File: src/rtl/affine_scan_pkg.sv
// affine_scan_pkg: shared state encoding, default widths and address helper for the affine scanners
package affine_scan_pkg;

    localparam int ADDR_W_DEF = 16;
    localparam int DATA_W_DEF = 16;
    localparam int CNT_W_DEF  = 16;

    typedef enum logic [1:0] {
        IDLE  = 2'd0,
        RUN   = 2'd1,
        DRAIN = 2'd2,
        FIN   = 2'd3
    } state_t;

    // Callers truncate the result to their own address width, which keeps the sum modulo 2^ADDR_W.
    function automatic logic [31:0] affine_sum(input logic [31:0] offset, input logic [31:0] x_acc,
                                               input logic [31:0] y_acc);
        return offset + x_acc + y_acc;
    endfunction

endpackage

File: src/rtl/affine_scan_wr_stage.sv
// affine_scan_wr_stage: single-entry write request register with valid/ready hold
module affine_scan_wr_stage #(
    parameter int ADDR_W = 16,
    parameter int DATA_W = 16
) (
    input  logic              clk,
    input  logic              rst_n,
    input  logic              load,
    input  logic [ADDR_W-1:0] load_addr,
    input  logic [DATA_W-1:0] load_data,
    input  logic              wr_ready,
    output logic              can_load,
    output logic              wr_valid,
    output logic [ADDR_W-1:0] wr_addr,
    output logic [DATA_W-1:0] wr_data
);

    assign can_load = !wr_valid || wr_ready;

    // Load a new request, otherwise hold it until the memory side takes it.
    always_ff @(posedge clk) begin
        if (!rst_n) begin
            wr_valid <= 1'b0;
            wr_addr  <= '0;
            wr_data  <= '0;
        end else if (load) begin
            wr_valid <= 1'b1;
            wr_addr  <= load_addr;
            wr_data  <= load_data;
        end else if (wr_ready) begin
            wr_valid <= 1'b0;
        end
    end

endmodule

File: src/rtl/affine_scan_writer.sv
// affine_scan_writer: writes a streamed frame to memory in raster affine address order
// Optional feature macro AFFINE_SCAN_WR_LAST_CHECK_EN adds in_last checking with a sticky err output.
module affine_scan_writer
    import affine_scan_pkg::*;
#(
    parameter int ADDR_W = ADDR_W_DEF,
    parameter int DATA_W = DATA_W_DEF,
    parameter int CNT_W  = CNT_W_DEF
) (
    input  logic              clk,
    input  logic              rst_n,
    input  logic              start,
    input  logic [CNT_W-1:0]  x_max,
    input  logic [CNT_W-1:0]  y_max,
    input  logic [ADDR_W-1:0] x_stride,
    input  logic [ADDR_W-1:0] y_stride,
    input  logic [ADDR_W-1:0] offset,
    input  logic              in_valid,
    output logic              in_ready,
    input  logic [DATA_W-1:0] in_data,
    output logic              wr_valid,
    input  logic              wr_ready,
    output logic [ADDR_W-1:0] wr_addr,
    output logic [DATA_W-1:0] wr_data,
    output logic              busy,
    output logic              done
`ifdef AFFINE_SCAN_WR_LAST_CHECK_EN
    ,
    input  logic              in_last,
    output logic              err
`endif
);

    state_t            state;
    logic [CNT_W-1:0]  x, y, cx, cy;
    logic [ADDR_W-1:0] x_acc, y_acc, cxs, cys, coff, sum;
    logic              can_load, accept, last_x, last_y;

    assign in_ready = (state == RUN) && can_load;
    assign accept   = in_valid && in_ready;
    assign last_x   = x == cx - CNT_W'(1);
    assign last_y   = y == cy - CNT_W'(1);
    assign sum      = ADDR_W'(affine_sum(32'(coff), 32'(x_acc), 32'(y_acc)));
    assign busy     = (state == RUN) || (state == DRAIN);
    assign done     = state == FIN;

    affine_scan_wr_stage #(.ADDR_W(ADDR_W), .DATA_W(DATA_W)) u_stage (
        .clk       (clk),
        .rst_n     (rst_n),
        .load      (accept),
        .load_addr (sum),
        .load_data (in_data),
        .wr_ready  (wr_ready),
        .can_load  (can_load),
        .wr_valid  (wr_valid),
        .wr_addr   (wr_addr),
        .wr_data   (wr_data)
    );

    // Frame sequencing and raster counters; empty frames pass through DRAIN so busy shows for one cycle.
    always_ff @(posedge clk) begin
        if (!rst_n) begin
            state <= IDLE;
            x     <= '0;
            y     <= '0;
            x_acc <= '0;
            y_acc <= '0;
            cx    <= '0;
            cy    <= '0;
            cxs   <= '0;
            cys   <= '0;
            coff  <= '0;
        end else begin
            case (state)
                IDLE: if (start) begin
                    cx    <= x_max;
                    cy    <= y_max;
                    cxs   <= x_stride;
                    cys   <= y_stride;
                    coff  <= offset;
                    x     <= '0;
                    y     <= '0;
                    x_acc <= '0;
                    y_acc <= '0;
                    state <= (x_max == '0 || y_max == '0) ? DRAIN : RUN;
                end
                RUN: if (accept) begin
                    if (!last_x) begin
                        x     <= x + CNT_W'(1);
                        x_acc <= x_acc + cxs;
                    end else begin
                        x     <= '0;
                        x_acc <= '0;
                        y     <= y + CNT_W'(1);
                        y_acc <= y_acc + cys;
                        if (last_y) state <= DRAIN;
                    end
                end
                DRAIN: if (can_load) state <= FIN;
                FIN: state <= IDLE;
            endcase
        end
    end

`ifdef AFFINE_SCAN_WR_LAST_CHECK_EN
    // Sticky flag for a beat whose in_last disagrees with the frame position; cleared by a new frame.
    always_ff @(posedge clk) begin
        if (!rst_n) begin
            err <= 1'b0;
        end else if (state == IDLE && start) begin
            err <= 1'b0;
        end else if (accept && (in_last != (last_x && last_y))) begin
            err <= 1'b1;
        end
    end
`endif

endmodule

File: config.mk
export PLATFORM = sky130hd
export DESIGN_NAME = affine_scan_writer
export DESIGN_NICKNAME = d
export VERILOG_FILES = /design/src/rtl/affine_scan_pkg.sv /design/src/rtl/affine_scan_wr_stage.sv /design/src/rtl/affine_scan_writer.sv
export SDC_FILE = /design/constraint.sdc
export NUM_CORES = 1
export LEC_CHECK = 0
export CORE_AREA = 2 2 152 154
export DETAILED_ROUTE_END_ITERATION = 10
export DIE_AREA = 0 0 154 156
export PLACE_DENSITY = 0.7
export SYNTH_ARGS = -nofsm -noshare
export SYNTH_HDL_FRONTEND = slang
export SYNTH_SLANG_ARGS = --single-unit
File: constraint.sdc
create_clock -name clk -period 3 [get_ports clk]
set_input_delay 0.45 -clock clk [delete_from_list [all_inputs] [get_ports clk]]
set_output_delay 0.45 -clock clk [all_outputs]
set_load 0.03 [all_outputs]
==> metrics.md <==
| Metric | Value |
|---|---|
| Outcome | completed |
| CTS Buffer Depth | 2 |
| Drc violations | 0 |
| Logic pwr share | 38.7% |
| Layout cells sized above 1 | 9.104% |
| Initial Util | ~44% |
| Clock Latency Late Sink | 440 ps |
| Pleak | 0.004880 uW |
| CTS tree | done |
| Area of all placed cells without fillers | about 13,000 sq um |
| Leading area contributor after synthesis | dfxtp_1 |
| Pwr dens | 666.4 nW/um^2 |
| Max VDD drop | 0.0003687 V |
| TritonCTS Sinks | 179 |
| Post-route clock skew | 7.687 ps |
| Min-Delay Path Class | flop to flop |
| Hold Startpoint | u_stage.wr_addr[4] |
| Post-route ant nets | 0 |
| Total CTS buffers | 17 |
| XOR/XNOR Fraction of Synth Area | 9.084% |
| Setup slack at placement | -35.36 ps |
| Mapped Nets | 1,401 |
| Sw Ratio | 37.58% |
| Max-cap violation count | 0 |
| Clock share of power | a little over a quarter |
| Port Buffers | 136 |
| Post-DP Area | around 12,000 sq um |
| Startpoint Class | flop |
| Placer Congestion | 0.8934 |
| Height of the chip | approximately 160 microns |
| Final setup fails | 0 |
| Vias in the first global route | 8,399 |
| Final WL | roughly 26,000 microns |
| Crit Path Max Fanout | 16 |
| Compound-Gate Fraction of Synth Area | 16.79% |
| Area of the core | about 22,000 sq um |
| Post-Synth Simple-Gate Area | approximately a quarter |
| Reg-to-Reg Start | cx[2] |
| Top cell family by delay on the critical path | compound AO/OA/AOI/OAI gates |
| R2R Path End | x_acc[0] |
| Via-to-Cell Ratio | 5.421 |
| Hold EP | u_stage.wr_addr[4] |
| Synth Cell Area | 9931 sq um |
| Area of the multi-input gates | 6157 sq um |
| GRT overflow | 0 |
| Die area | 24,020 sq um |
| Synth unique cells | 73 |
| Clk pin slew, worst setup/hold paths | 60 ps |
| CP required | 3330 ps |
| Slowest CP cell | or3b_4 |
| Storage element area | 3591 sq um |
| Root Driver | clkbuf_16 |
| Synthesized flop and latch total | 179 |
| Worst reg-to-reg setup slack | 50 ps |
| Syn Inst Count | around 1.2k |
| Sequential power share | 34.5% |
| Min Clock Period, post-route | about 2900 ps |
| Final nets | 1,543 |
| Overall power | 8385 uW |
| Dpl hpwl | around 19,000 microns |
| Max-slew violation count | 0 |
| Crit path arrival time | 3280 ps |
| Main synth FF type | dfxtp_1 |
| Min setup slack post-route | 50.80 ps |
| CP Class | flop to flop |
| Rel. slew slack | roughly three fifths |
| Critical Path End Type | flop |
| Gr usage total | between 20% and 30% |
| Mean Syn Cell Area | around 8.1 sq um |
| Internal power | roughly 5200 uW |
| First-pass GRT wire length | 41,170 microns |
| Ys Warns | 0 |
| Ports | around 140 |
| Post-synth EDFFs | 0 |
| Net Sw Power | 3151 uW |
| Fillers | around 2.0k |
| Initial drt markers | 570 |
| Post-Synth Adder-Cell Area | 10.31% |
| Post-synthesis mux area share | 0.3150% |
| Ant diodes | 0 |
| Via Count | just over 9k |
| Reg2reg path depth | 9 |
| H-tree depth | 4 |
| # hold bufs at CTS | 0 |
| Sequential area share after synthesis | a little over a third |
| Max incr delay on CP | roughly 430 ps |
| Post-synth top area share | 36.08% |
| Drt wl/cell | 15.44 microns |
| Largest net degree at the start of global routing | 59 |
| Largest family of logic cells by synthesized area | simple AND/OR/NAND/NOR gates |
| RSZ-0062 raised after global routing | true |
| Final period util | a little under 100% |
| Worst slew pin tran | around 570 ps |
| First drt pass iteration count | 5 |
| Crit-path cells | or3_4, or3b_4, o31a_1, o221a_4, a41oi_4, buf_4, clkbuf_16, nand3_1, a21oi_1 |
| Ys async rst share | 0% |
| WHS Path Cells | 2 |
| Worst path buffer plus inverter count | 2 |
| Fmax | ~340 MHz |
| Die Width | 154 microns |
| Synth area leaders | dfxtp_1 (36%), nand2_1 (9.5%), a21oi_1 (7.7%), ha_1 (6.7%), xnor2_1 (5.4%) |
| FP Rows | 55 |
| Final hold violation count | 0 |
| P&R area growth vs syn | 26.71% |
| Initial antenna violation count | 0 |
[power by group through the flow]
stage,clock network [uW],registers (uW),logic (uW)
floorplan,0,2950,2020
global placement,0,2930,2930
detailed placement,0,2940,2970
CTS,2280,2890,2990
global route,2360,2920,3570
finish,2250,2890,3240
[cells in the final DEF (no fill, tap or decap), types with 20 or more instances in the layout]
cell | Yosys | routed
a21oi_1 | 153 | 150
buf_4 | 3 | 34
clkbuf_16 | 0 | 20
clkdlybuf4s50_1 | 0 | 136
dfxtp_1 | 179 | 175
ha_1 | 53 | 51
inv_1 | 25 | 24
nand2_1 | 252 | 251
nand3_1 | 39 | 39
nor2_1 | 86 | 85
nor3_1 | 25 | 23
o21ai_0 | 32 | 31
xnor2_1 | 61 | 61
xor2_1 | 42 | 42
[what timing repair did]
item,4_1_cts,5_1_grt
setup endpoints to repair,3,47
cloned,0,3
gates resized for setup,8,30
pin swaps,4,6
buffers inserted,1,5
[cells in the mapped netlist (all sizes together), types with 8 or more instances]
| library cell | n |
|---|---|
| a211oi | 9 |
| a21o | 8 |
| a21oi | 153 |
| a22oi | 17 |
| and3 | 10 |
| buf | 10 |
| clkbuf | 46 |
| dfxtp | 179 |
| fa | 18 |
| ha | 53 |
| inv | 26 |
| nand2 | 253 |
| nand2b | 9 |
| nand3 | 39 |
| nand4 | 19 |
| nor2 | 86 |
| nor2b | 8 |
| nor3 | 26 |
| nor4 | 22 |
| o21a | 8 |
| o21ai | 33 |
| or3 | 9 |
| xnor2 | 61 |
| xor2 | 42 |
[worst min-delay path, stage by stage, from the launching register on]
cell	delay [ps]
dfxtp_1	310
nand2_1	50
a21oi_1	50
[through the flow]
step	TNS (ps)	instances	hold slack [ps]	utilization (%)
global placement	0	1628	441.4	52.32
global route	-246.0	1669	471.3	56.26
finish	0	1669	453.7	56.26
floorplan	0	1229	436.3	-
detailed placement	-58.65	1628	445.8	52.32
CTS	0	1661	455.2	55.07
[area by class of cell]
type / count / area share, %
clock buffers: 19 / 3.599
clock inverters: 13 / 1.044
inverters: 26 / 0.7955
multi-input cells: 968 / 48.93
flip-flops and latches: 179 / 28.54
well taps: 285 / 2.834
repair buffers: 179 / 14.26
[metal layers]
layer	share of wire (%)	wire length (microns)	vias up	GRT usage, %
li1	-	-	4565	-
met1	46	11840	4235	27.41
met2	48	12460	220	35.64
met3	4.0	1032	28	3.194
met4	1.7	440	0	7.388
met5	0	0	-	0
[kinds of logic after synthesis]
group / count (synthesis)
compound gates: 277
xor+xnor: 103
fa+ha+maj: 71
buf+inv: 82
flops: 179
mux: 3
simple gates: 514
[state kept, by name (all words and copies together) (netlist names), 2 cells and up]
register	cells
u_stage.wr_data	16
y	16
x	16
cxs	16
coff	16
cy	16
cx	16
state	2
u_stage.wr_addr	16
x_acc	16
y_acc	16
cys	16
[how the worst max path moves through the flow]
stage | startpoint | end | slack [ps] | cells after the start
finish | cx[2] | x_acc[0] | 50 | 9
global route | x_acc[0] | x_acc[14] | -50 | 12
CTS | cx[0] | y[4] | 10 | 11
detailed placement | x_acc[1] | u_stage.wr_addr[15] | -40 | 12
global placement | x_acc[0] | u_stage.wr_addr[15] | 20 | 14
floorplan | x_acc[1] | u_stage.wr_addr[15] | 20 | 12
No activity file was read; power rests on OpenSTA's default activity.
